$ cat config.mk
export PLATFORM = sky130hd
export DESIGN_NAME = prog_sequencer
export DESIGN_NICKNAME = d
export VERILOG_FILES = /design/src/rtl/prog_seq_pkg.sv /design/src/rtl/seq_cycle_ctr.sv /design/src/rtl/prog_sequencer.sv
export SDC_FILE = /design/constraint.sdc
export NUM_CORES = 1
export LEC_CHECK = 0
export BUFFER_PORTS_ARGS = -buffer_cell sky130_fd_sc_hd__buf_2
export CAP_MARGIN = 10
export CORE_ASPECT_RATIO = 1.5
export CORE_MARGIN = 1
export CORE_UTILIZATION = 30
export CTS_CLUSTER_SIZE = 20
export DETAILED_ROUTE_END_ITERATION = 8
export GPL_TIMING_DRIVEN = 1
export PLACE_DENSITY_LB_ADDON = 0.2
export SLEW_MARGIN = 20
export SYNTH_ARGS = -nofsm -noshare
export SYNTH_HDL_FRONTEND = slang
export SYNTH_SLANG_ARGS = --single-unit
$ cat constraint.sdc
create_clock -name CLK -period 2.4 [get_ports CLK]
set_input_delay 0.24 -clock CLK [delete_from_list [all_inputs] [get_ports CLK]]
set_output_delay 0.24 -clock CLK [all_outputs]
set_load 0.01 [all_outputs]
$ cat src/rtl/prog_seq_pkg.sv
// Shared types and program address tables for the prog_sequencer run controller.
package prog_seq_pkg;

  typedef enum logic [1:0] {
    ST_IDLE   = 2'd0,
    ST_LOAD   = 2'd1,
    ST_RUN    = 2'd2,
    ST_FINISH = 2'd3
  } seq_state_t;

  localparam int LOAD_CYCLES_DEF = 2;

  function automatic logic [15:0] prog_start(input logic [1:0] idx);
    case (idx)
      2'd0:    prog_start = 16'd0;
      2'd1:    prog_start = 16'd124;
      2'd2:    prog_start = 16'd301;
      default: prog_start = 16'd0;
    endcase
  endfunction

  function automatic logic [15:0] prog_end(input logic [1:0] idx);
    case (idx)
      2'd0:    prog_end = 16'd123;
      2'd1:    prog_end = 16'd300;
      2'd2:    prog_end = 16'd511;
      default: prog_end = 16'd0;
    endcase
  endfunction

endpackage

$ cat src/rtl/seq_cycle_ctr.sv
// Saturating RUN-cycle counter with clear/enable.
// PROG_SEQ_WATCHDOG_EN adds the TIMEOUT compare output (at_limit).
module seq_cycle_ctr #(
  parameter int CYC_W   = 24,
  parameter int TIMEOUT = 65535
) (
  input  logic             CLK,
  input  logic             Init,
  input  logic             clr,
  input  logic             en,
  output logic [CYC_W-1:0] count,
  output logic             at_limit
);

  always_ff @(posedge CLK or posedge Init) begin
    if (Init)
      count <= '0;
    else if (clr)
      count <= '0;
    else if (en && (count != '1))
      count <= count + 1'b1;
  end

`ifdef PROG_SEQ_WATCHDOG_EN
  // Fires in the RUN cycle whose increment makes count reach TIMEOUT.
  assign at_limit = en && (count == CYC_W'(TIMEOUT - 1));
`else
  assign at_limit = 1'b0;
`endif

endmodule

$ cat src/rtl/prog_sequencer.sv
// Run controller: loads a program start PC into the fetch unit, monitors the run,
// reports completion via Req/Done handshake. Optional watchdog: PROG_SEQ_WATCHDOG_EN.
module prog_sequencer
  import prog_seq_pkg::*;
#(
  parameter int NUM_PROGS   = 3,
  parameter int PC_W        = 16,
  parameter int CYC_W       = 24,
  parameter int LOAD_CYCLES = LOAD_CYCLES_DEF,
  parameter int TIMEOUT     = 65535
) (
  input  logic             CLK,
  input  logic             Init,
  input  logic             Req,
  input  logic [1:0]       Prog_sel,
  input  logic [PC_W-1:0]  PC,
  input  logic             Core_done,
  output logic             Ack,
  output logic             Bad_sel,
  output logic             Core_init,
  output logic [PC_W-1:0]  Start_pc,
  output logic             Run,
  output logic             Done,
  output logic             Timeout,
  output logic [CYC_W-1:0] Cycles
);

  // state  | meaning
  // IDLE   | waiting for Req
  // LOAD   | Core_init held, fetch unit loads Start_pc
  // RUN    | core enabled, counting cycles
  // FINISH | Done high until Req falls

  localparam int LD_W = $clog2(LOAD_CYCLES + 1);

  seq_state_t      state, state_nxt;
  logic [1:0]      sel_q;
  logic [LD_W-1:0] load_cnt;
  logic            bad_lock;
  logic            sel_legal, accept, reject;
  logic            end_hit, wd_hit, run_stop, load_tc;

  assign sel_legal = (int'(Prog_sel) < NUM_PROGS);
  assign accept    = (state == ST_IDLE) && Req && sel_legal;
  assign reject    = (state == ST_IDLE) && Req && !sel_legal && !bad_lock;
  assign end_hit   = (PC == PC_W'(prog_end(sel_q)));
  assign run_stop  = Core_done || end_hit || wd_hit;
  assign load_tc   = (load_cnt == '0);
  assign Start_pc  = PC_W'(prog_start(sel_q));

  always_ff @(posedge CLK or posedge Init) begin
    if (Init)
      state <= ST_IDLE;
    else
      state <= state_nxt;
  end

  always_comb begin
    state_nxt = state;
    case (state)
      ST_IDLE:   if (accept)   state_nxt = ST_LOAD;
      ST_LOAD:   if (load_tc)  state_nxt = ST_RUN;
      ST_RUN:    if (run_stop) state_nxt = ST_FINISH;
      ST_FINISH: if (!Req)     state_nxt = ST_IDLE;
      default:                 state_nxt = ST_IDLE;
    endcase
  end

  always_comb begin
    Core_init = 1'b0;
    Run       = 1'b0;
    Done      = 1'b0;
    case (state)
      ST_LOAD:   Core_init = 1'b1;
      ST_RUN:    Run       = 1'b1;
      ST_FINISH: Done      = 1'b1;
      default: ;
    endcase
  end

  always_ff @(posedge CLK or posedge Init) begin
    if (Init) begin
      sel_q    <= 2'd0;
      load_cnt <= '0;
      Ack      <= 1'b0;
      Bad_sel  <= 1'b0;
      bad_lock <= 1'b0;
    end else begin
      Ack     <= accept;
      Bad_sel <= reject;
      if (accept)
        sel_q <= Prog_sel;
      // one Bad_sel per Req assertion
      if (!Req)
        bad_lock <= 1'b0;
      else if (reject)
        bad_lock <= 1'b1;
      if (accept)
        load_cnt <= LD_W'(LOAD_CYCLES - 1);
      else if ((state == ST_LOAD) && !load_tc)
        load_cnt <= load_cnt - 1'b1;
    end
  end

  seq_cycle_ctr #(
    .CYC_W   (CYC_W),
    .TIMEOUT (TIMEOUT)
  ) u_cycle_ctr (
    .CLK      (CLK),
    .Init     (Init),
    .clr      (accept),
    .en       (state == ST_RUN),
    .count    (Cycles),
    .at_limit (wd_hit)
  );

`ifdef PROG_SEQ_WATCHDOG_EN
  logic timeout_q;

  // Core_done or PROG_END in the same cycle takes priority over the watchdog.
  always_ff @(posedge CLK or posedge Init) begin
    if (Init)
      timeout_q <= 1'b0;
    else if (accept)
      timeout_q <= 1'b0;
    else if ((state == ST_RUN) && wd_hit && !Core_done && !end_hit)
      timeout_q <= 1'b1;
  end

  assign Timeout = timeout_q;
`else
  assign Timeout = 1'b0;
`endif

endmodule

* Word level (Yosys, flattened, before mapping)
Index checks and enable logic that the tools add are counted.
** Operators by class
- Add/sub/neg operators :: 2
- $mul :: 0
- Divide/modulo/power cells :: 0
- Order comparisons :: 1
- Equality and inequality tests :: 12
- Shifts and indexed selects :: 0
- Multiplexer cells :: 16
- Bitwise gates (word level) :: 0
- Reduce and logical (&&, ||, !) cells :: 16
** Operators with widths (number)
- 2-to-1 mux 24 bit :: 2
- one-hot mux 9 bit (3 select lines) :: 1
- adder 24 x 1 -> 24 bit, second input constant :: 1
- inequality test 24 bit, second input constant :: 1
- one-hot mux 9 bit (2 select lines) :: 1
- equality test 16 bit :: 1
- 2-to-1 mux 2 bit :: 6
- inequality test 2 bit, second input constant :: 4
- one-hot mux 2 bit (4 select lines) :: 1
- equality test 2 bit, second input constant :: 3
- logical AND 1 bit :: 6
- logical NOT 2 bit :: 3
- 2-to-1 mux 1 bit :: 5
- equality test 2 x 1 -> 1 bit, second input constant :: 2
- AND reduction 4 bit :: 1
- nonzero test 2 bit :: 2
- logical NOT 1 bit :: 3
- less-than comparator 2 bit, second input constant :: 1
- inequality test 2 x 1 -> 1 bit, second input constant :: 1
- subtractor 2 x 1 -> 2 bit, second input constant :: 1
- logical OR 1 bit :: 1
** Storage, ports and cells
- Flip-flop bits (word level) :: 33
- Latch bits :: 0
- RAM bits :: 0
- ROM bits :: 0
- Bits of input ports :: 22
- Output and inout bits :: 46
- Memories :: 0

* Longest topological paths before layout
- Word-level depth :: 6
- Depth in mapped cells :: 8

* Modules after synthesis
From an unflattened synthesis, not the netlist that was laid out.
** Unflattened totals
- Cell total of the unflattened synthesis :: 226
- Area total of the unflattened synthesis :: 2075.7 um2
** By module, submodules not included
- seq_cycle_ctr :: times used 1, cells each 142, area each 1318.8 um2, seq. area each 600.6 um2
- prog_sequencer :: times used 1, cells each 84, area each 757.0 um2, seq. area each 225.2 um2

* Worst setup path before layout
No wires, ideal clock.
- Path type :: register to register
- Start point :: register sel_q[0]
- End point :: register state[1]
- Library setup time :: 127 ps
- Arrival :: 2033 ps
- Slack :: 240 ps
- Cell stages (with the launch flop) :: 7
- Period minus slack after synthesis :: 2160 ps
- Path through :: dfrtp_1 inv_1 ha_1 or3_1 a2111oi_0 o31a_1 mux2_1
** On the way
- Word-level cells in the longest chain between the ends :: 6
- Elaborated cells between the ends (all ways) :: 8
- Classes of those cells :: eq/ne: 4; mux: 1; reduce/logical: 3
** RTL lines
- start, declared :: line prog_sequencer.sv:37 : logic [1:0] sel_q;
- start signal, assigned :: line prog_sequencer.sv:92 : sel_q <= Prog_sel;
- equality test 2 bit (tied with other cells) :: line prog_seq_pkg.sv:23 : case (idx)
- one-hot mux 9 bit (3 select lines) (*) :: line prog_seq_pkg.sv:23
- equality test 16 bit (*) :: line prog_sequencer.sv:46 : assign end_hit = (PC == PC_W'(prog_end(sel_q)));
- logical OR 1 bit (*) :: line prog_sequencer.sv:47 : assign run_stop = Core_done || end_hit || wd_hit;
- inequality test 2 bit (no line) (*)
- AND reduction 4 bit (no line) (*)
- end signal, assigned :: line prog_sequencer.sv:55 : state <= state_nxt;
- end, declared :: line prog_sequencer.sv:36 : seq_state_t state, state_nxt;
Mark *: on every way between the ends. The rest lies on a longest branch, timed or not.
A chain may end at the register's enable or synchronous reset.

* Worst setup path in the final report
Ends and elaborated chain as after synthesis.

==> summary.txt <==
Power
  • Internal power: around 1300 uW
  • Pwr Density: about 850 nW/um^2
  • Combinational Power Share: 0.388
  • Net switching power: around 760 uW
  • Part of the total power dissipated in sequential elements: 0.357
  • Switching portion of total power: 0.3610
  • Pleak: roughly 0.0013 uW
  • Portion of total power attributed to the clock network: 0.255
  • VDD IR max: 0.0003115 V

Timing
  • Maximum clock frequency: around 450 MHz
  • Maximum clock skew at final layout: approximately 0.0018 ns
  • Number of endpoints failing setup at the final stage: 0
  • Minimum clock period: 2.240 ns
  • Hold Fails Final Rpt: 0
  • Summed negative setup slack over all endpoints: 0 ns
  • Max-slew violations: 0
  • Crit share post-route: 0.9334
  • Final worst setup slack: between 0.15 and 0.2 ns

Critical path
  • Source of the worst register-to-register timing path: sel_q[0]$_DFFE_PP0P_
  • Critical R2R Capture: state[1]$_DFFE_PP0P_
  • Reg2reg setup slack: 0.16 ns
  • Startpoint kind of the worst setup timing path: register
  • Endpoint arrival time on the critical path: 2.40 ns
  • Critical path data required time: 2.56 ns
  • Critical path type: reg2reg
  • Largest fanout on the critical path: 5
  • Kind of capture point of the worst setup path: register
  • R2R depth: 6

Floorplanning
  • Placeable core region: between 6000 and 7000 um^2
  • Initial core utilization: 0.3107
  • Ports: 68
  • Die Y-Extent: between 100 and 150 um
  • DIE AREA: a little over 7000 um^2
  • Horizontal extent of the die: approximately 69 um
  • Row count: 36

Logic synthesis
  • Cell taking the most area after synthesis: sky130_fd_sc_hd__dfrtp_1
  • Number of warnings reported in the yosys synthesis log: 0
  • Count leader, synth: sky130_fd_sc_hd__dfrtp_1
  • Portion of the post-synthesis area used by sequential elements: 0.4069
  • Share of synthesized cell area in and, or, nand and nor gates: 0.2466
  • Xor-xnor portion of the synthesized cell area: 0.06042
  • Post-synthesis mux area share: 0.01541
  • Most frequent cells after synthesis: sky130_fd_sc_hd__dfrtp_1, sky130_fd_sc_hd__nor2_1, sky130_fd_sc_hd__nand2_1
  • Adder-cell share of the synthesized area: 0.06165
  • Main area contributors after synthesis: sky130_fd_sc_hd__dfrtp_1, sky130_fd_sc_hd__ha_1, sky130_fd_sc_hd__buf_4, sky130_fd_sc_hd__a21oi_1, sky130_fd_sc_hd__nand4_1
  • Predominant post-synthesis flop cell: sky130_fd_sc_hd__dfrtp_1
  • Combinational family with the most area after synthesis: simple AND/OR/NAND/NOR gates
  • Mean post-synth cell area: approximately 9 um^2
  • Distinct cells, synth: 43
  • Mapped Area: a little over 2000 um^2
  • Number of register bits inferred by synthesis: 33
  • Fraction of synthesis flops using an asynchronous set or reset pin: 1.000
  • Number of enable flip-flop cells after synthesis: 0
  • Gate count of the mapped netlist: 220
  • Fraction of synthesized cell area taken by the top area cell type: 0.4069
  • Post-synthesis compound-gate area fraction: 0.1264

Detailed routing
  • Remaining number of nets flagged by the antenna check after routing: 0
  • Wire length after detailed routing: about 4900 um
  • DR DRC count: 0
  • Average wire length per cell after detail routing: approximately 14 um
  • DR pass1 iterations: 4
  • Iter 0 DRT Violations: 25
  • Detailed-route via count: ~1.8k
  • Vias per std cell: 4.958

Finish
  • Ratio of cells with drive above 1 in the final layout: 0.2792
  • Count of nets after finishing: 314
  • Synth-to-layout area growth: 23.00%
  • Register area: just over 800 um^2
  • Number of standard cells in the layout, taps in and fillers out: roughly 360
  • Count of filler cells inserted in the layout: slightly below 700
  • Number of inserted diodes: 0
  • Area occupied by multi-input gates: between 1000 and 1500 um^2
  • Fin util: 0.3822

Global route
  • Maximum number of pins on one net before global-route repair: 34
  • Antenna violations before repair: 0
  • Global-route wire length before repair: slightly above 8000 um
  • Vias in the first global route: 1,791
  • Total GRT Usage: 0.1464
  • Total congestion overflow: 0

Clock network
  • Gates resized, CTS repair: 0
  • Post-CTS setup buffer count: 0
  • TritonCTS clock tree: done
  • Maximum number of buffers from clock root to sink: 2
  • Clock tree root buffer cell: sky130_fd_sc_hd__clkbuf_8
  • Hold bufs inserted after CTS: 0
  • Clk slew on worst S/H paths: 0.07 ns
  • Clock latency reported for the late side of the worst-skew pair: ~0.28 ns
  • Number of buffers added by the clock tree synthesis step: 5
  • Clock sink total: 33
  • H-tree levels: 2

Hold path
  • Worst min path class: in2async

Run status
  • Status: complete, no violations

Placement
  • Placed wire-length estimate: between 3000 and 4000 um
  • Placed instance count: around 350
  • Final weighted congestion in routability-driven placement: 0.7799
  • Placement Setup Slack: between 0.1 and 0.15 ns
  • Number of I/O port buffers: 57

Flow run
  • Count of max-cap constraint violations: 0
critical path, stage by stage (launching register included):
cell and delay, ns:
sky130_fd_sc_hd__dfrtp_1 0.40, sky130_fd_sc_hd__inv_1 0.08, sky130_fd_sc_hd__ha_1 0.35, sky130_fd_sc_hd__or3_1 0.40, sky130_fd_sc_hd__a2111oi_2 0.38, sky130_fd_sc_hd__o31a_1 0.20, sky130_fd_sc_hd__mux2_1 0.32
through the flow:
stage	power (uW)	area [um^2]	hold slack, ns
finish	2110	2496	0.04169
global route	2278	2496	0.08586
CTS	2150	2490	0.05900
detailed placement	1599	2374	0.3678
global placement	1588	2374	0.3579
floorplan	1365	2063	0.3689
placed cells by master, fill, tap and decap left out, types with 3 or more instances in the layout:
| cell type | count |
|---|---|
| sky130_fd_sc_hd__o21ai_1 | 3 |
| sky130_fd_sc_hd__and4_1 | 5 |
| sky130_fd_sc_hd__buf_4 | 8 |
| sky130_fd_sc_hd__conb_1 | 10 |
| sky130_fd_sc_hd__nand2_1 | 16 |
| sky130_fd_sc_hd__a21oi_1 | 15 |
| sky130_fd_sc_hd__xor2_1 | 6 |
| sky130_fd_sc_hd__dfrtp_1 | 33 |
| sky130_fd_sc_hd__nor3_1 | 5 |
| sky130_fd_sc_hd__inv_1 | 9 |
| sky130_fd_sc_hd__nand4_1 | 12 |
| sky130_fd_sc_hd__nand3_1 | 8 |
| sky130_fd_sc_hd__xnor2_1 | 8 |
| sky130_fd_sc_hd__ha_1 | 10 |
| sky130_fd_sc_hd__buf_2 | 57 |
| sky130_fd_sc_hd__nor2_1 | 18 |
| sky130_fd_sc_hd__o21ai_0 | 6 |
| sky130_fd_sc_hd__o211ai_1 | 5 |
| sky130_fd_sc_hd__and3_1 | 5 |
| sky130_fd_sc_hd__or4_1 | 4 |
| sky130_fd_sc_hd__or3_1 | 8 |
| sky130_fd_sc_hd__clkbuf_8 | 6 |
| sky130_fd_sc_hd__nor4_1 | 3 |
how the worst max path moves through the flow:
| stage | from | to | slack [ns] | cells after the start |
|---|---|---|---|---|
| after floorplan | sel_q[0]$_DFFE_PP0P_ | state[1]$_DFFE_PP0P_ | 0.24 | 6 |
| after detailed placement | sel_q[0]$_DFFE_PP0P_ | state[1]$_DFFE_PP0P_ | 0.11 | 6 |
| final | sel_q[0]$_DFFE_PP0P_ | state[1]$_DFFE_PP0P_ | 0.16 | 6 |
| after global routing | sel_q[0]$_DFFE_PP0P_ | state[1]$_DFFE_PP0P_ | -0.003 | 6 |
| after global placement | sel_q[0]$_DFFE_PP0P_ | state[1]$_DFFE_PP0P_ | 0.20 | 6 |
| after CTS | sel_q[0]$_DFFE_PP0P_ | state[1]$_DFFE_PP0P_ | 0.10 | 6 |
cell families (layout without fill, tap and decap cells):
| logic type | Yosys count | after routing |
|---|---|---|
| AND/OR/NAND/NOR | 92 | 92 |
| AO/OA/AOI/OAI | 39 | 39 |
| flip-flops | 33 | 33 |
| buffers and inverters | 28 | 82 |
| XOR/XNOR | 14 | 14 |
| adder cells (fa/ha/maj) | 10 | 10 |
| multiplexers | 3 | 3 |
| other | 1 | 10 |
sequential cells by signal, summed over array words and instances, names as in the netlist:
register and cells:
load_cnt 2, u_cycle_ctr.count 24, state 2, bad_lock 1, Ack 1, Bad_sel 1, sel_q 2
area by class of cell:
class,count,share of cell area
Clock inverter,1,0.01203
Multi-Input combinational cell,168,0.4326
Sequential cell,33,0.3308
Tap cell,76,0.03810
Inverter,9,0.01353
Timing Repair Buffer,65,0.1383
Clock buffer,7,0.03459
power by group through the flow:
stage                     registers, uW  logic, uW  clock network, uW
after floorplan                     760        605                  0
after global placement              763        825                  0
after detailed placement            767        832                  0
after CTS                           757        833                560
after global routing                773        929                576
final                               754        818                538
layer usage:
metal  wire [um]  GRT usage  part of all wire
met1        2050     0.1617              0.42
met2        2500     0.2696              0.51
met3         259    0.03324             0.053
met4          76    0.06279             0.016
met5           0          0                 0
Power figures use the tool's default switching activity.
